--- config.mk ---
export PLATFORM = sky130hd
export DESIGN_NAME = fp_to_int_quant
export DESIGN_NICKNAME = d
export VERILOG_FILES = /design/src/rtl/fp_to_int_quant_pkg.sv /design/src/rtl/fpnew_pkg_versacore.sv /design/src/rtl/fp_to_int_round_sat.sv /design/src/rtl/fpnew_classifier.sv /design/src/rtl/fp_to_int_quant.sv
export SDC_FILE = /design/constraint.sdc
export NUM_CORES = 1
export LEC_CHECK = 0
export ABC_AREA = 1
export CORE_ASPECT_RATIO = 0.5
export CORE_MARGIN = 2
export CORE_UTILIZATION = 53
export DETAILED_ROUTE_END_ITERATION = 8
export PLACE_DENSITY = 0.78
export SKIP_LAST_GASP = 1
export SLEW_MARGIN = 5
export SYNTH_ARGS = -nofsm -noshare
export SYNTH_HDL_FRONTEND = slang
export SYNTH_HIERARCHICAL = 1
export SYNTH_SLANG_ARGS = --single-unit
--- constraint.sdc ---
create_clock -name clk_i -period 4 [get_ports clk_i]
set_input_delay 0.8 -clock clk_i [delete_from_list [all_inputs] [get_ports clk_i]]
set_output_delay 0.8 -clock clk_i [all_outputs]
set_load 0.05 [all_outputs]
--- src/rtl/fp_to_int_quant_pkg.sv ---
// Shared types for the FP-to-integer requantizer.
package fp_to_int_quant_pkg;

  // Operand class carried from stage 1 to stage 2.
  typedef enum logic [2:0] {
    CLS_ZERO,
    CLS_SUBNORM,
    CLS_NORMAL,
    CLS_INF,
    CLS_NAN
  } fp_class_e;

  localparam int unsigned SCALE_BITS   = 8;
  localparam int unsigned SAT_CNT_BITS = 16;

endpackage

--- src/rtl/fpnew_pkg_versacore.sv ---
// Floating-point format descriptions shared by the FP datapath blocks.
package fpnew_pkg_versacore;

  typedef enum logic [2:0] {
    FP32    = 3'd0,
    FP64    = 3'd1,
    FP16    = 3'd2,
    FP8     = 3'd3,
    FP16ALT = 3'd4
  } fp_format_e;

  typedef struct packed {
    logic is_negative;
    logic is_normal;
    logic is_subnormal;
    logic is_zero;
    logic is_inf;
    logic is_nan;
    logic is_signalling;
    logic is_quiet;
    logic is_boxed;
  } fp_info_t;

  function automatic int unsigned exp_bits(input fp_format_e fmt);
    case (fmt)
      FP64:      return 11;
      FP16, FP8: return 5;
      default:   return 8;
    endcase
  endfunction

  function automatic int unsigned man_bits(input fp_format_e fmt);
    case (fmt)
      FP64:    return 52;
      FP16:    return 10;
      FP8:     return 2;
      FP16ALT: return 7;
      default: return 23;
    endcase
  endfunction

  function automatic int unsigned fp_width(input fp_format_e fmt);
    return 1 + exp_bits(fmt) + man_bits(fmt);
  endfunction

  function automatic int unsigned bias(input fp_format_e fmt);
    return (32'd1 << (exp_bits(fmt) - 1)) - 32'd1;
  endfunction

endpackage

--- src/rtl/fp_to_int_round_sat.sv ---
// Combinational shift / round-to-nearest-even / saturate from a classified
// FP value (sign, significand with hidden bit, unbiased scaled exponent)
// to a signed INT_WIDTH integer.
module fp_to_int_round_sat
  import fp_to_int_quant_pkg::*;
#(
  parameter int unsigned MAN_BITS  = 23,
  parameter int unsigned EXP_BITS  = 8,
  parameter int unsigned INT_WIDTH = 8
) (
  input  logic                       sign_i,
  input  logic [MAN_BITS:0]          sig_i,
  input  logic signed [EXP_BITS+1:0] exp_i,
  input  fp_class_e                  cls_i,
  output logic [INT_WIDTH-1:0]       int_o,
  output logic                       sat_o
);

  // Significand placed above INT_WIDTH zero bits so every in-range shift
  // amount is at least 2 and guard/sticky always exist below the cut.
  localparam int unsigned EXT_W = MAN_BITS + INT_WIDTH + 2;

  logic [EXT_W-1:0]     ext;
  logic [INT_WIDTH-1:0] mag, mag_rnd, max_v, min_v;
  logic                 guard, sticky, rnd_up;
  int unsigned          sh;
  int                   e;

  // Magnitude extraction and RNE increment.
  always_comb begin
    e   = int'(exp_i);
    ext = {1'b0, sig_i, {INT_WIDTH{1'b0}}};
    sh  = MAN_BITS + 2;
    if (e >= -1 && e <= int'(INT_WIDTH) - 2) begin
      sh = unsigned'(int'(MAN_BITS + INT_WIDTH) - e);
    end
    mag     = INT_WIDTH'(ext >> sh);
    guard   = |(ext & (EXT_W'(1) << (sh - 1)));
    sticky  = |(ext & ~({EXT_W{1'b1}} << (sh - 1)));
    rnd_up  = guard & (sticky | mag[0]);
    mag_rnd = mag + {{(INT_WIDTH-1){1'b0}}, rnd_up};
  end

  // Class handling, range checks and final sign application.
  always_comb begin
    max_v = {1'b0, {(INT_WIDTH-1){1'b1}}};
    min_v = {1'b1, {(INT_WIDTH-1){1'b0}}};
    int_o = '0;
    sat_o = 1'b0;
    case (cls_i)
      CLS_NAN: sat_o = 1'b1;
      CLS_INF: begin
        int_o = sign_i ? min_v : max_v;
        sat_o = 1'b1;
      end
      CLS_NORMAL: begin
        if (e <= -2) begin
          int_o = '0;
        end else if (e >= int'(INT_WIDTH) - 1) begin
          int_o = sign_i ? min_v : max_v;
          sat_o = !sign_i ||
                  !(e == int'(INT_WIDTH) - 1 && sig_i == {1'b1, {MAN_BITS{1'b0}}});
        end else if (mag_rnd == min_v) begin
          // Rounded up to 2^(N-1): representable only when negative.
          int_o = sign_i ? min_v : max_v;
          sat_o = !sign_i;
        end else begin
          int_o = sign_i ? -mag_rnd : mag_rnd;
        end
      end
      default: int_o = '0;
    endcase
  end

endmodule

--- src/rtl/fpnew_classifier.sv ---
// Combinational IEEE operand classifier (zero/subnormal/normal/inf/NaN).
module fpnew_classifier
  import fpnew_pkg_versacore::*;
#(
  parameter fp_format_e  FpFormat    = fp_format_e'(0),
  parameter int unsigned NumOperands = 1,
  localparam int unsigned WIDTH      = fp_width(FpFormat)
) (
  input  logic     [NumOperands-1:0][WIDTH-1:0] operands_i,
  input  logic     [NumOperands-1:0]            is_boxed_i,
  output fp_info_t [NumOperands-1:0]            info_o
);

  localparam int unsigned EXP_BITS = exp_bits(FpFormat);
  localparam int unsigned MAN_BITS = man_bits(FpFormat);

  for (genvar op = 0; op < NumOperands; op++) begin : gen_op
    logic                sign_w;
    logic [EXP_BITS-1:0] exp_w;
    logic [MAN_BITS-1:0] man_w;
    logic                exp_ones, exp_zero, man_zero;

    assign {sign_w, exp_w, man_w} = operands_i[op];
    assign exp_ones = &exp_w;
    assign exp_zero = ~|exp_w;
    assign man_zero = ~|man_w;

    assign info_o[op] = '{
      is_negative:   sign_w,
      is_normal:     is_boxed_i[op] & ~exp_ones & ~exp_zero,
      is_subnormal:  is_boxed_i[op] & exp_zero & ~man_zero,
      is_zero:       is_boxed_i[op] & exp_zero & man_zero,
      is_inf:        is_boxed_i[op] & exp_ones & man_zero,
      is_nan:        ~is_boxed_i[op] | (exp_ones & ~man_zero),
      is_signalling: is_boxed_i[op] & exp_ones & ~man_zero & ~man_w[MAN_BITS-1],
      is_quiet:      is_boxed_i[op] & exp_ones & ~man_zero & man_w[MAN_BITS-1],
      is_boxed:      is_boxed_i[op]
    };
  end

endmodule

--- src/rtl/fp_to_int_quant.sv ---
// Streaming FP -> signed INT_WIDTH requantizer with power-of-two scale,
// RNE rounding and saturation; 2-stage valid/ready pipeline.
// Optional macro FP_TO_INT_QUANT_SAT_CNT_EN adds a saturating 16-bit
// count of saturated output transfers on sat_cnt_o.
module fp_to_int_quant
  import fpnew_pkg_versacore::*;
  import fp_to_int_quant_pkg::*;
#(
  parameter fp_format_e  FpFormat_in = fp_format_e'(0),
  parameter int unsigned INT_WIDTH   = 8,
  parameter int unsigned WIDTH_IN    = fp_width(FpFormat_in)
) (
  input  logic                 clk_i,
  input  logic                 rst_i,
  input  logic [7:0]           cfg_scale_exp_i,
  input  logic                 cfg_valid_i,
  input  logic [WIDTH_IN-1:0]  in_data_i,
  input  logic                 in_valid_i,
  output logic                 in_ready_o,
  output logic [INT_WIDTH-1:0] out_data_o,
  output logic                 out_sat_o,
  output logic                 out_valid_o,
  input  logic                 out_ready_i
`ifdef FP_TO_INT_QUANT_SAT_CNT_EN
  ,
  output logic [SAT_CNT_BITS-1:0] sat_cnt_o
`endif
);

  localparam int unsigned EXP_BITS = exp_bits(FpFormat_in);
  localparam int unsigned MAN_BITS = man_bits(FpFormat_in);
  localparam int unsigned BIAS     = bias(FpFormat_in);
  localparam int unsigned E_W      = EXP_BITS + 2;

  logic                         s2_ready, s1_accept;
  logic signed [SCALE_BITS-1:0] scale_q;
  fp_info_t [0:0]               info;

  logic                  s1_valid_q;
  logic                  s1_sign_q, s1_sign_d;
  logic [MAN_BITS:0]     s1_sig_q, s1_sig_d;
  logic signed [E_W-1:0] s1_e_q, s1_e_d;
  fp_class_e             s1_cls_q, s1_cls_d;

  logic                 out_valid_q, out_sat_q, rs_sat;
  logic [INT_WIDTH-1:0] out_data_q, rs_data;

  assign s2_ready    = !out_valid_q || out_ready_i;
  assign in_ready_o  = !s1_valid_q || s2_ready;
  assign s1_accept   = in_valid_i && in_ready_o;
  assign out_valid_o = out_valid_q;
  assign out_data_o  = out_data_q;
  assign out_sat_o   = out_sat_q;

  fpnew_classifier #(
    .FpFormat    (FpFormat_in),
    .NumOperands (1)
  ) i_classifier (
    .operands_i (in_data_i),
    .is_boxed_i (1'b1),
    .info_o     (info)
  );

  // Stage-1 field extraction, scaled exponent and class decode.
  always_comb begin
    s1_sign_d = info[0].is_negative;
    s1_sig_d  = {info[0].is_normal, in_data_i[MAN_BITS-1:0]};
    s1_e_d    = E_W'(int'(in_data_i[WIDTH_IN-2 -: EXP_BITS]) - int'(BIAS) + int'(scale_q));
    if (info[0].is_nan || info[0].is_signalling || info[0].is_quiet || !info[0].is_boxed) begin
      s1_cls_d = CLS_NAN;
    end else if (info[0].is_inf) begin
      s1_cls_d = CLS_INF;
    end else if (info[0].is_zero) begin
      s1_cls_d = CLS_ZERO;
    end else if (info[0].is_subnormal) begin
      s1_cls_d = CLS_SUBNORM;
    end else begin
      s1_cls_d = CLS_NORMAL;
    end
  end

  // Scale register; an element accepted in the write cycle sees the old value.
  always_ff @(posedge clk_i or posedge rst_i) begin
    if (rst_i) begin
      scale_q <= '0;
    end else if (cfg_valid_i) begin
      scale_q <= cfg_scale_exp_i;
    end
  end

  // Stage 1: capture classified operand on input accept.
  always_ff @(posedge clk_i or posedge rst_i) begin
    if (rst_i) begin
      s1_valid_q <= 1'b0;
      s1_sign_q  <= 1'b0;
      s1_sig_q   <= '0;
      s1_e_q     <= '0;
      s1_cls_q   <= CLS_ZERO;
    end else if (s1_accept) begin
      s1_valid_q <= 1'b1;
      s1_sign_q  <= s1_sign_d;
      s1_sig_q   <= s1_sig_d;
      s1_e_q     <= s1_e_d;
      s1_cls_q   <= s1_cls_d;
    end else if (s2_ready) begin
      s1_valid_q <= 1'b0;
    end
  end

  fp_to_int_round_sat #(
    .MAN_BITS  (MAN_BITS),
    .EXP_BITS  (EXP_BITS),
    .INT_WIDTH (INT_WIDTH)
  ) i_round_sat (
    .sign_i (s1_sign_q),
    .sig_i  (s1_sig_q),
    .exp_i  (s1_e_q),
    .cls_i  (s1_cls_q),
    .int_o  (rs_data),
    .sat_o  (rs_sat)
  );

  // Stage 2: registered output, held while the consumer stalls.
  always_ff @(posedge clk_i or posedge rst_i) begin
    if (rst_i) begin
      out_valid_q <= 1'b0;
      out_data_q  <= '0;
      out_sat_q   <= 1'b0;
    end else if (s2_ready) begin
      out_valid_q <= s1_valid_q;
      if (s1_valid_q) begin
        out_data_q <= rs_data;
        out_sat_q  <= rs_sat;
      end
    end
  end

`ifdef FP_TO_INT_QUANT_SAT_CNT_EN
  logic [SAT_CNT_BITS-1:0] sat_cnt_q;

  // Saturated-transfer counter; a cfg write clears it and wins over a count.
  always_ff @(posedge clk_i or posedge rst_i) begin
    if (rst_i) begin
      sat_cnt_q <= '0;
    end else if (cfg_valid_i) begin
      sat_cnt_q <= '0;
    end else if (out_valid_q && out_ready_i && out_sat_q && sat_cnt_q != '1) begin
      sat_cnt_q <= sat_cnt_q + SAT_CNT_BITS'(1);
    end
  end

  assign sat_cnt_o = sat_cnt_q;
`endif

endmodule

# [Yosys cells after proc, flatten, opt, wreduce, memory -nomap -nowiden]
# Index checks and enable logic that the tools add are counted.
[word_totals] register_bits=57 output_inout_bits=11 word_cells=81 in_bits=45
[classes] shift=3 n_addsub=6 muxes=17 n_bitwise=14 magnitude_cmp=4 n_eq_ne=6 n_reduce_logical=22
[op_table] op="AND 32 x 33 -> 33 bit" n=2
[op_table] op="OR reduction 33 bit" n=2
[op_table] op="2-to-1 mux 8 bit" n=5
[op_table] op="NOT 33 bit" n=1
[op_table] op="left shift 1 x 32 -> 33 bit (first input constant)" n=1
[op_table] op="left shift 33 x 32 -> 33 bit (first input constant)" n=1
[op_table] op="2-to-1 mux 32 bit" n=1
[op_table] op=">> shifter 32 x 32 -> 8 bit" n=1
[op_table] op="subtractor 32 x 1 -> 32 bit (second input constant)" n=1
[op_table] op="== test 24 bit (second input constant)" n=1
[op_table] op="OR reduction 23 bit" n=1
[op_table] op="one-hot mux 8 bit (2 select lines)" n=1
[op_table] op="subtractor 6 x 10 -> 11 bit (first input constant)" n=1
[op_table] op="adder 9 x 8 -> 10 bit" n=1
[op_table] op="== test 10 x 4 -> 1 bit (second input constant)" n=1
[op_table] op="greater-or-equal comparator 10 x 1 -> 1 bit (second input constant)" n=1
[op_table] op="greater-or-equal comparator 10 x 4 -> 1 bit (second input constant)" n=1
[op_table] op="less-or-equal comparator 10 x 2 -> 1 bit (second input constant)" n=1
[op_table] op="less-or-equal comparator 10 x 4 -> 1 bit (second input constant)" n=1
[op_table] op="subtractor 8 x 7 -> 9 bit (second input constant)" n=1
[op_table] op="adder 8 x 1 -> 8 bit" n=1
[op_table] op="AND 1 bit" n=8
[op_table] op="== test 8 bit (second input constant)" n=1
[op_table] op="negation 8 bit" n=1
[op_table] op="other kinds (16)" n=35

# [Depth between registers and ports, before layout]
# Gate-level depths: netlist of the first run.
[logic_depth] ltp_word=17 depth_mapped=38 mapped_depth_nobuf=38

# [Hierarchy]
# The synthesis of the first run kept the hierarchy.
[by_module_without_submodules] mod="fp_to_int_quant" seq_area_each_um2=1426.4 cells_per_inst=310 area_each_um2=2752.6 instances=1
[by_module_without_submodules] mod="fp_to_int_round_sat" seq_area_each_um2=0.0 cells_per_inst=453 area_each_um2=2303.5 instances=1
[by_module_without_submodules] mod="fpnew_classifier" seq_area_each_um2=0.0 cells_per_inst=54 area_each_um2=220.2 instances=1

# [Worst setup path after synthesis of the first run]
# No wires, ideal clock.
[synth_timing] kind="reg2reg" start="register s1_e_q[5]" end="register out_data_q[7], in the netlist out_data_o[7]" setup_ps=125 n_path_buf=0 required_time_ps=3875 t_arrival_ps=4354 stages_incl_launch_ff=35 period_less_slack_ps=4479 path_slack_ps=-479 cell_sequence="dfrtp_1 -> inv_2 -> ha_1 -> nand2_1 -> nor2_1 -> nand2_1 -> nand3_4 -> nand2_2 -> ha_1 -> nor2_1 -> nand3b_1 -> nor3_1 -> nand3_1 -> nor2_1 -> nand4_1 -> nand2_1 -> nor2_1 -> nand2_1 -> nand2_1 -> nand2_2 -> nand2_2 -> inv_1 -> ha_1 -> inv_1 -> ha_1 -> inv_1 -> nor2_1 -> nand4_4 -> nor2_4 -> a21oi_4 -> nand3_1 -> nand2_1 -> nand2_1 -> nand2_1 -> mux2_2"
[synth_between] elab_chain_len=17 word_cells_on_any_way=26 classes_between="4 x add/sub; 4 x order compare; 1 x eq/ne; 3 x shift; 6 x mux; 5 x bitwise; 3 x reduce/logical"
[synth_rtl] element="start, declared" line_no="fp_to_int_quant.sv:42" rtl="logic signed [E_W-1:0] s1_e_q, s1_e_d;"
[synth_rtl] element="start signal, assigned" line_no="fp_to_int_quant.sv:97" rtl="s1_e_q <= '0;"
[synth_rtl] element="start signal, assigned" line_no="fp_to_int_quant.sv:103" rtl="s1_e_q <= s1_e_d;"
[synth_rtl] element="greater-or-equal comparator 10 x 1 -> 1 bit or less-or-equal comparator 10 x 4 -> 1 bit (tied branches)" line_no="fp_to_int_round_sat.sv:34" rtl="if (e >= -1 && e <= int'(INT_WIDTH) - 2) begin"
[synth_rtl] element="logical AND 1 bit" line_no="fp_to_int_round_sat.sv:34"
[synth_rtl] element="2-to-1 mux 32 bit" line_no="fp_to_int_round_sat.sv:34"
[synth_rtl] element="subtractor 32 x 1 -> 32 bit" line_no="fp_to_int_round_sat.sv:38, fp_to_int_round_sat.sv:39"
[synth_rtl] element="left shift 33 x 32 -> 33 bit" line_no="fp_to_int_round_sat.sv:39" rtl="sticky = |(ext & ~({EXT_W{1'b1}} << (sh - 1)));"
[synth_rtl] element="NOT 33 bit" line_no="fp_to_int_round_sat.sv:39"
[synth_rtl] element="AND 32 x 33 -> 33 bit" line_no="fp_to_int_round_sat.sv:39"
[synth_rtl] element="OR reduction 33 bit" line_no="fp_to_int_round_sat.sv:39"
[synth_rtl] element="[2 not listed]"
[synth_rtl] element="adder 8 x 1 -> 8 bit" line_no="fp_to_int_round_sat.sv:41" rtl="mag_rnd = mag + {{(INT_WIDTH-1){1'b0}}, rnd_up};"
[synth_rtl] element="negation 8 bit" line_no="fp_to_int_round_sat.sv:68" rtl="int_o = sign_i ? -mag_rnd : mag_rnd;"
[synth_rtl] element="2-to-1 mux 8 bit" line_no="fp_to_int_round_sat.sv:68"
[synth_rtl] element="2-to-1 mux 8 bit" line_no="fp_to_int_round_sat.sv:63" rtl="end else if (mag_rnd == min_v) begin"
[synth_rtl] element="2-to-1 mux 8 bit" line_no="fp_to_int_round_sat.sv:59" rtl="end else if (e >= int'(INT_WIDTH) - 1) begin"
[synth_rtl] element="2-to-1 mux 8 bit (*)" line_no="fp_to_int_round_sat.sv:57" rtl="if (e <= -2) begin"
[synth_rtl] element="one-hot mux 8 bit (2 select lines) (*)" line_no="fp_to_int_round_sat.sv:50" rtl="case (cls_i)"
[synth_rtl] element="named net rs_data[7]" line_no="fp_to_int_quant.sv:46" rtl="logic [INT_WIDTH-1:0] out_data_q, rs_data;"
[synth_rtl] element="end signal, assigned" line_no="fp_to_int_quant.sv:132" rtl="out_data_q <= rs_data;"
[synth_rtl] element="end, declared" line_no="fp_to_int_quant.sv:46"
# The timed path passes the listed nets; every way through them passes the cells marked *.
# A chain may end at the register's enable or synchronous reset.

# [Worst setup path after layout of the first run]
[layout_timing] start="register s1_e_q[6]" end="register out_data_q[3], in the netlist out_data_o[3]"
# The elaborated chain is that of the path after synthesis.

==> results of run 1 <==
## kinds of logic after synthesis
family,Yosys count,share of synthesized area
compound gates,40,0.0460
xor+xnor,13,0.0216
mux,16,0.0341
fa+ha+maj,22,0.0536
flops,57,0.270
simple gates,548,0.471
other cells,2,0.00142
buf+inv,119,0.102
## per-layer routing
layer	vias up	wire length, µm	part of all wire	track usage
li1	2891	-	-	-
met1	2696	7220	0.46	0.409
met2	192	7110	0.45	0.489
met3	16	1250	0.079	0.0755
met4	0	144	0.0092	0.0763
met5	-	0	0	0
## sequential cells by signal, summed over array words and instances, names as in the netlist
| signal | cells |
|---|---|
| out_valid_o | 1 |
| s1_cls_q | 3 |
| s1_sign_q | 1 |
| scale_q | 8 |
| s1_valid_q | 1 |
| s1_sig_q | 24 |
| out_data_o | 8 |
| s1_e_q | 10 |
| out_sat_o | 1 |
## cell usage after synthesis (all sizes together)
cell | instances | area (µm²)
ha | 21 | 263
nand3 | 78 | 430
o21a | 1 | 7.51
and2 | 1 | 6.26
buf | 21 | 169
mux2 | 16 | 180
a41oi | 1 | 8.76
or4 | 1 | 7.51
o22ai | 1 | 6.26
or2 | 3 | 18.8
clkbuf | 1 | 3.75
clkinv | 1 | 3.75
o221ai | 1 | 8.76
conb | 2 | 7.51
dfrtp | 57 | 1430
xor2 | 9 | 78.8
nand3b | 5 | 37.5
nand2 | 304 | 1180
a21oi | 10 | 61.3
o21ai | 22 | 110
nor2 | 99 | 419
fa | 1 | 20.0
nand4 | 47 | 330
inv | 96 | 363
nor4 | 4 | 25.0
xnor2 | 4 | 35.0
o211ai | 4 | 40.0
nor3 | 6 | 30.0
## layout make-up
class                   count  area, µm²  area share
well taps                 135        169      0.0239
flip-flops and latches     57       1430       0.202
clock inverters             7       80.1      0.0113
multi-input cells         649       3660       0.518
inverters                  97        387      0.0547
clock buffers               9        225      0.0319
repair buffers            129       1120       0.158
## worst max path at each step
stage	to	slack, ps
6_report	out_data_o[3]	-350
5_1_grt	out_data_o[7]	-660
4_1_cts	out_data_o[6]	-250
3_5_place_dp	out_data_o[3]	-270
3_3_place_gp	out_data_o[6]	-200
2_1_floorplan	out_data_o[7]	-50
## power by group through the flow
stage	clock (W)	sequential, W	combinational (W)
after floorplan	0	0.000776	0.00105
after global placement	0	0.000771	0.00151
after detailed placement	0	0.000773	0.00155
after CTS	0.000794	0.000765	0.00158
after global routing	0.000823	0.000779	0.00187
final	0.000785	0.000771	0.00169
## what timing repair did
action | in CTS | in global routing
setup buffers | 1 | 10
setup endpoints to repair | 9 | 9
pin swaps | 13 | 36
hold buffers | 0 | 0
cloned | 0 | 0
resized for setup | 9 | 31
## worst min-delay path, cell delays in order, from the launching register on
cell     delay, ps
dfrtp_1        340
nand2_1         60
nand2_1         60
## per-stage QoR
stage / area, µm² / worst slack (ps) / utilization / std cells / hold WS, ps
CTS: 6880 / -246 / 0.719 / 1073 / 482
finish: 7060 / -349 / 0.738 / 1083 / 484
floorplan: 5530 / -50.5 / - / 825 / 441
global placement: 6540 / -203 / 0.683 / 1056 / 455
global route: 7060 / -656 / 0.738 / 1083 / 510
detailed placement: 6540 / -268 / 0.683 / 1056 / 466
==> impl_results.md, run 1 <==
- WL/cell: ~15 µm
- # fillers: 816
- Outcome: finished, violations left
- Most common cell after layout, fill and taps aside: nand2_1
- First-pass DRT Iterations: 6
- IO Count: 56
- Cell family with most CP delay: simple AND/OR/NAND/NOR gates
- Via-to-Cell Ratio: around 5.4
- CP Capture Type: register
- Layout area overhead: 33.8%
- Worst R2R Start: s1_e_q[6]
- Sequential power share: 0.238
- Worst skew pair latency: roughly 330 ps
- Total global routing overflow: 0
- Die Ht: roughly 75 µm
- Max cap viols: 0
- Number of cell rows: 25
- Sequential area share after synthesis: 0.270
- RSZ-0062 raised after global routing: yes
- Slew @ Worst Pin: between 600 and 700 ps
- Peak supply drop: approximately 0.24 mV
- Sw power: around 0.0014 W
- Iteration-0 DRC count of the detailed router: about 440
- DR vias: between 5,000 and 6,000
- Die footprint: 10,800 µm²
- Share of cells above drive strength 1: 0.213
- Largest net degree at the start of global routing: 43
- Worst min-delay path startpoint: s1_sig_q[12]
- DP Wirelength: 12,100 µm
- Synthesized cell area: 5280 µm²
- Fin Clk Skew: approximately 6.4 ps
- Post-route setup TNS: -2300 ps
- Reg2reg end: out_data_o[3]
- Fin worst setup slack: -349 ps
- Port Buffers: 55
- CP most frequent cell: nand2_1
- Worst Path Required: roughly 4200 ps
- Hold endpoint: s1_sig_q[12]
- Critical path's largest stage delay: 400 ps
- Max FO, Critical Path: 7
- First-pass GRT wire length: roughly 26,000 µm
- Cells after Synth: slightly above 800
- Rel. slew slack: 0.537
- Syn Area/Cell: about 6.5 µm²
- Crit path from: s1_e_q[6]
- Initial antenna violation count: 0
- Hold WC Path Type: register to register
- CTS tree: yes
- CP Depth: 33
- Gpl congestion: about 0.94
- Initial core utilization: 0.551
- Peak Freq: around 230 MHz
- WS Path Type: register to register
- Vias in the first global route: roughly 5,400
- Antenna Nets Post-Route: 0
- Antenna cells: 0
- P_int: about 0.0018 W
- Hold Path Stages: 2
- Reg-to-reg setup timing slack: -350 ps
- Final hold vios: 0
- Distinct cells, synth: 44
- Pwr/cell area: ~460 nW/µm²
- Startpoint types: register
- Final setup vio count: 9
- Yosys warnings: 6
- Leakage: 3.57 nW
- Total Wirelength: approximately 16,000 µm
- Clock power share: 0.242
- Worst-path clk slew: roughly 60 ps
- Root Buffer Master: clkbuf_16
- H-Tree Depth: 3
- Commonest non-fill, non-tap cells in the layout: nand2_1 (285), nor2_1 (78), inv_1 (76), buf_4 (71), nand3_1 (68)
- Max-slew violations: 0
- Critical Path Slowest Stage Cell: dfrtp_1
- Core area: approximately 9600 µm²
- Data arrival, critical path: ~4600 ps
- CP bufs+invs: 5
- Logic pwr share: 0.520
- Total GRT Usage: 0.300
- Failing checks: setup timing
- Clock sinks: 57
- Number of remaining DRC errors: 0
- Switching share of power: 0.432
- Die boundary width: approximately 150 µm
- Final net count: approximately 1,000
- Seq cells post-synth: 57
- Bufs on Longest Clock Path: 2
- Final period util: 1.09
- Worst Reg-to-Reg Cells: 33
- Fin crit period: 4350 ps
- TritonCTS buffer count: 9
- Design Power: ~0.0032 W
(Power assumes the default switching activity.)
==> inputs of run 2 (changes only) <==
--- a/config.mk
+++ b/config.mk
@@ -10,6 +10,7 @@
 export CORE_MARGIN = 2
 export CORE_UTILIZATION = 53
 export DETAILED_ROUTE_END_ITERATION = 8
+export MAX_ROUTING_LAYER = met4
 export PLACE_DENSITY = 0.78
 export SKIP_LAST_GASP = 1
 export SLEW_MARGIN = 5
==> run 2 against run 1 <==
Net effect:
- the run still ends with setup timing left
- sequential power hardly changed
- setup slack better by 22 ps
- critical path depth stayed put
- register-to-register slack better by 20 ps
==> impl_results.md, run 2 (synthesis gave the netlist of run 1 again) <==
- H-Tree Depth: 3 (unchanged)
- WS Path Type: register to register
- Core area: 9570 µm² (unchanged)
- Finished Core Util: 0.741 (+0.00353)
- Startpoint types: register
- Die boundary width: 145 µm (unchanged)
- Critical path's largest stage delay: 400 ps (about the same)
- Worst skew pair latency: 340 ps (about the same)
- Number of cell rows: 25 (unchanged)
- Share of cells above drive strength 1: 0.218 (+0.00481)
- Pwr/cell area: 466 nW/µm² (+1.5%)
- Final Non-Filler Cells: 1,085 (+0.18%)
- Largest net degree at the start of global routing: 43 (unchanged)
- Worst min-delay path startpoint: s1_sig_q[12]
- Worst-path clk slew: 60 ps (about the same)
- Final period util: 1.08 (-0.00558)
- Total global routing overflow: 0 (unchanged)
- Max cap viols: 0 (unchanged)
- Total Wirelength: 15,900 µm (+1.2%)
- P_int: 0.00190 W (+3.0%)
- Iteration-0 DRC count of the detailed router: 473 (+8.0%)
- CTS tree: yes
- Leakage: 3.60 nW (+0.67%)
- Peak supply drop: 0.246 mV (+4.0%)
- Worst R2R Start: s1_e_q[6]
- Placed Instances: 1,055 (-0.095%)
- DP Wirelength: 12,100 µm (+0.11%)
- Hold WC Path Type: register to register
- Clock sinks: 57 (unchanged)
- Die Ht: 74.6 µm (unchanged)
- Max-slew violations: 0 (unchanged)
- TritonCTS buffer count: 9 (unchanged)
- Crit path from: s1_e_q[6]
- Bufs on Longest Clock Path: 2 (unchanged)
- WL/cell: 14.7 µm (+1.0%)
- Worst Path Required: 4220 ps (about the same)
- Sw power: 0.00141 W (+0.63%)
- Antenna Nets Post-Route: 0 (unchanged)
- Number of remaining DRC errors: 0 (unchanged)
- Fin worst setup slack: -326 ps (+22.3 ps)
- Die footprint: 10,800 µm² (unchanged)
- Sequential power share: 0.233 (-0.005)
- Outcome: finished, violations left
- Final hold vios: 0 (unchanged)
- Hold buffer count at CTS: 0 (unchanged)
- Fin Clk Skew: 9.57 ps (+3.19 ps)
- First-pass GRT wire length: 26,000 µm (+1.1%)
- Initial core utilization: 0.551 (unchanged)
- CP Capture Type: register
- Final net count: 1,012 (+0.20%)
- DR vias: 5,817 (+0.38%)
- Rel. slew slack: 0.554 (+0.0169)
- Largest regs: s1_sig_q x24, s1_e_q x10
- Critical Path Slowest Stage Cell: dfrtp_1
- Peak Freq: 231 MHz (+0.52%)
- Layout area overhead: 34.5%
- Commonest non-fill, non-tap cells in the layout: nand2_1 (285), nor2_1 (79), inv_1 (73), buf_4 (72), nand3_1 (67)
- Failing checks: setup timing
- Root Buffer Master: clkbuf_16
- Fin crit period: 4330 ps (-22.3 ps)
- Slew @ Worst Pin: 667 ps (-26.3 ps)
- Most common cell after layout, fill and taps aside: nand2_1
- Clock power share: 0.257 (+0.015)
- RSZ-0062 raised after global routing: yes
- Vias in the first global route: 5,476 (+2.2%)
- First-pass DRT Iterations: 5 (-1)
- Initial antenna violation count: 0 (unchanged)
- Total GRT Usage: 0.317 (+0.0168)
- IO Count: 56 (unchanged)
- Antenna cells: 0 (unchanged)
- Data arrival, critical path: 4550 ps (about the same)
- Logic pwr share: 0.509 (-0.011)
- Port Buffers: 55 (unchanged)
- Via-to-Cell Ratio: 5.36 (+0.19%)
- Register with the most flip-flops: s1_sig_q
- Gpl congestion: 0.979 (+3.7%)
- Max FO, Critical Path: 7 (unchanged)
- Switching share of power: 0.426 (-0.00564)
- Max reg flops: 24 (unchanged)
- Final setup vio count: 9 (unchanged)
run 2: cell types whose count changed in the layout (fill, tap and decap cells not counted), moves of 3 or more:
cell,previous run,this run
mux2_2,15,12
inv_2,14,20
mux2_4,1,4
inv_1,76,73
run 2: final timing paths:
check / endpoint / slack (ps) / cells past startpoint
worst min-delay path: s1_sig_q[12] / 480 / 2
max in group asynchronous: s1_sig_q[3] / 2320 / 3
min in group asynchronous: scale_q[0] / 850 / 2
worst max register to register: out_data_o[2] / -330 / 33
worst min register to register: s1_sig_q[12] / 480 / 2
worst max-delay path: out_data_o[2] / -330 / 33
run 2: through the flow:
step	TNS (ps)	instance area [µm²]	setup slack (ps)	hold slack, ps	total power, W
finish	-2490	7100	-326	475	0.00331
CTS	-1910	7020	-255	479	0.00324
global placement	-1690	6530	-246	455	0.00228
detailed placement	-2050	6530	-315	461	0.00230
floorplan	-106	5530	-50.5	441	0.00183
global route	-5250	7100	-709	510	0.00355
run 2: metal layers:
layer  wire (µm)  vias up  GRT usage
met3        1280       35     0.0945
li1            -     2893          -
met5           0        -          -
met2        6900      210      0.491
met4         323        0     0.0969
met1        7410     2679      0.407
run 2: what timing repair did:
item / CTS / global route
setup endpoints to repair: 9 / 9
buffers inserted: 10 / 4
gates resized for setup: 27 / 15
pin swaps: 19 / 28
run 2: power groups by stage:
stage | registers [W] | clock network (W) | logic (W)
after CTS | 0.000766 | 0.000858 | 0.00162
after global routing | 0.000780 | 0.000892 | 0.00187
final | 0.000772 | 0.000851 | 0.00168
after global placement | 0.000770 | 0 | 0.00151
after floorplan | 0.000776 | 0 | 0.00105
after detailed placement | 0.000772 | 0 | 0.00153
run 2: layout make-up:
cell class | count | area, µm²
clock inverters | 7 | 101
clock buffers | 9 | 225
well taps | 135 | 169
inverters | 97 | 377
flip-flops and latches | 57 | 1430
fillers | 788 | 2480
multi-input cells | 649 | 3660
repair buffers | 131 | 1140
run 2: worst max-delay path: cells and delay by family (launching register included):
kind / cells / cell delay (ps)
multiplexers: 1 / 270
adder cells (fa/ha/maj): 2 / 370
flip-flops: 1 / 400
buffers and inverters: 6 / 580
AO/OA/AOI/OAI: 3 / 480
AND/OR/NAND/NOR: 21 / 2120
==> inputs of run 3 (changes only) <==
--- a/config.mk
+++ b/config.mk
@@ -8,10 +8,9 @@
 export ABC_AREA = 1
 export CORE_ASPECT_RATIO = 0.5
 export CORE_MARGIN = 2
-export CORE_UTILIZATION = 53
+export CORE_UTILIZATION = 32
 export DETAILED_ROUTE_END_ITERATION = 8
 export MAX_ROUTING_LAYER = met4
-export PLACE_DENSITY = 0.78
 export SKIP_LAST_GASP = 1
 export SLEW_MARGIN = 5
 export SYNTH_ARGS = -nofsm -noshare
==> run 3 against run 2 <==
Net effect:
- the flow still finishes with violations (setup timing)
- critical path depth up 2
- non-clock buffer count up 10
- via count shrank 1.9%
- clock-buffer cell count grew 4
- clock power shrank 5.4%
- critical path type unchanged
- highest routed layer unchanged
==> impl_results.md, run 3 (synthesis gave the netlist of run 1 again) <==
- Clock sinks: 57 (unchanged)
- Number of cell rows: 33 (+32%)
- Final period util: 1.07 (-0.00905)
- Commonest non-fill, non-tap cells in the layout: nand2_1 (280), buf_4 (77), inv_1 (75), nor2_1 (74), nand3_1 (67)
- Hold buffer count at CTS: 0 (unchanged)
- Port Buffers: 55 (unchanged)
- Total global routing overflow: 0 (unchanged)
- H-Tree Depth: 3 (unchanged)
- Initial core utilization: 0.324 (-0.227)
- Design Power: 0.00347 W (+4.8%)
- Peak supply drop: 0.224 mV (-8.9%)
- Max-slew violations: 0 (unchanged)
- WL/cell: 13.4 µm (-8.9%)
- Sequential power share: 0.223 (-0.010)
- Max reg flops: 24 (unchanged)
- Post-route setup TNS: -2160 ps (+331 ps)
- Share of cells above drive strength 1: 0.237 (+0.0188)
- Hold WC Path Type: register to register
- Worst skew pair latency: 330 ps (about the same)
- DP Wirelength: 11,900 µm (-1.5%)
- Die boundary width: 186 µm (+28%)
- Startpoint types: register
- Failing checks: setup timing
- Number of remaining DRC errors: 0 (unchanged)
- Initial antenna violation count: 0 (unchanged)
- First-pass DRT Iterations: 5 (unchanged)
- Pwr/cell area: 471 nW/µm² (+1.1%)
- Reg2reg end: out_data_o[1]
- CTS tree: yes
- Final net count: 1,022 (+0.99%)
- Final setup vio count: 9 (unchanged)
- Data arrival, critical path: 4500 ps (-50 ps)
- Worst R2R Start: s1_e_q[4]
- Largest net degree at the start of global routing: 50 (+16%)
- Critical Path Slowest Stage Cell: dfrtp_1
- Gpl congestion: 0.951 (-2.8%)
- Outcome: finished, violations left
- Register with the most flip-flops: s1_sig_q
- Slew @ Worst Pin: 626 ps (-41.3 ps)
- Max FO, Critical Path: 4 (-3)
- Antenna cells: 0 (unchanged)
- Die Ht: 94.8 µm (+27%)
- Peak Freq: 233 MHz (+0.84%)
- Total Wirelength: 15,800 µm (-0.47%)
- Leakage: 3.66 nW (+1.9%)
- CP bufs+invs: 5 (-1)
- Iteration-0 DRC count of the detailed router: 306 (-35%)
- Worst Path Required: 4210 ps (about the same)
- Root Buffer Master: clkbuf_16
- Storage element area: 1430 µm² (about the same)
- Largest regs: s1_sig_q x24, s1_e_q x10
- Hold endpoint: s1_sig_q[13]
- Worst-path clk slew: 50 ps (about the same)
- Switching share of power: 0.412 (-0.0138)
- Footprint of the multi-input gates: 3710 µm² (+1.2%)
- TritonCTS buffer count: 9 (unchanged)
- WS Path Type: register to register
- Fin worst setup slack: -290 ps (+36.2 ps)
- Worst Reg-to-Reg Cells: 35 (+6.1%)
- IO Count: 56 (unchanged)
- Sw power: 0.00143 W (+1.4%)
- Worst min-delay path startpoint: s1_sig_q[13]
- DR vias: 5,708 (-1.9%)
- Layout area overhead: 39.5%
- Hold Path Stages: 2 (unchanged)
- Fin Clk Skew: 5.72 ps (-3.85 ps)
- Bufs on Longest Clock Path: 2 (unchanged)
- Antenna Nets Post-Route: 0 (unchanged)
- Rel. slew slack: 0.583 (+0.0288)
- Final hold vios: 0 (unchanged)
- Finished Core Util: 0.452 (-0.289)
- CP Capture Type: register
- Cell family with most CP delay: simple AND/OR/NAND/NOR gates
- # fillers: 1,655 (+110%)
- P_int: 0.00204 W (+7.4%)
- Core area: 16,300 µm² (+70%)
- CP most frequent cell: nand2_1
- First-pass GRT wire length: 26,600 µm (+2.4%)
- Via-to-Cell Ratio: 4.81 (-10%)
- Total GRT Usage: 0.195 (-0.122)
- Min Hold Slack: 479 ps (+4.14 ps)
- Die footprint: 17,600 µm² (+63%)
- Logic pwr share: 0.545 (+0.036)
- Vias in the first global route: 5,546 (+1.3%)
- Most common cell after layout, fill and taps aside: nand2_1
- Max cap viols: 0 (unchanged)
- Critical path's largest stage delay: 380 ps (-20 ps)
- Reg-to-reg setup timing slack: -290 ps (+40 ps)
- RSZ-0062 raised after global routing: yes
- Fin crit period: 4290 ps (-36.2 ps)
- Clock power share: 0.232 (-0.025)
## run 3: routing by layer
layer  GRT usage  wire (µm)  vias to the layer above
li1            -          -                     2918
met1       0.263       7890                     2637
met2       0.309       7080                      132
met3      0.0243        631                       21
met4      0.0564        239                        0
met5           -          0                        -
## run 3: area by class of cell
cell class | instances | area share
repair buffers | 141 | 0.170
clock inverters | 2 | 0.00476
inverters | 97 | 0.0515
multi-input cells | 649 | 0.504
well taps | 227 | 0.0386
flip-flops and latches | 57 | 0.194
clock buffers | 13 | 0.0381
## run 3: timing repair
action,in CTS,in global routing
pin swaps,21,31
endpoints found under the hold margin,0,0
endpoints found under the setup margin,9,9
buffers inserted,15,9
gates resized for setup,26,33
## run 3: how the worst max path moves through the flow
stage          slack (ps)      start  depth (start not counted)            end
2_1_floorplan         -50  s1_e_q[9]                         34  out_data_o[7]
3_3_place_gp         -320  s1_e_q[3]                         36  out_data_o[7]
3_5_place_dp         -340  s1_e_q[6]                         34  out_data_o[7]
4_1_cts              -230  s1_e_q[6]                         34  out_data_o[7]
5_1_grt              -650  s1_e_q[6]                         35  out_data_o[7]
6_report             -290  s1_e_q[4]                         35  out_data_o[1]
## run 3: worst reg2reg max path, delay by kind of cell (launching register included)
kind	cells	cell delay, ps
XOR/XNOR	1	240
buffers and inverters	5	400
flip-flops	1	380
AND/OR/NAND/NOR	25	2500
AO/OA/AOI/OAI	1	80
multiplexers	1	270
adder cells (fa/ha/maj)	2	290
## run 3: power groups by stage
| stage | clock network (W) | registers [W] | logic [W] |
|---|---|---|---|
| after floorplan | 0 | 0.000776 | 0.00105 |
| after global placement | 0 | 0.000776 | 0.00156 |
| after detailed placement | 0 | 0.000776 | 0.00158 |
| after CTS | 0.000816 | 0.000767 | 0.00174 |
| after global routing | 0.000842 | 0.000784 | 0.00209 |
| final | 0.000805 | 0.000774 | 0.00189 |
## run 3: through the flow
step	setup WS (ps)	instance area, µm²	instances
final	-290	7360	1186
after global placement	-324	6660	1147
after detailed placement	-336	6660	1147
after global routing	-654	7360	1186
after floorplan	-50.5	5530	825
after CTS	-233	7180	1177
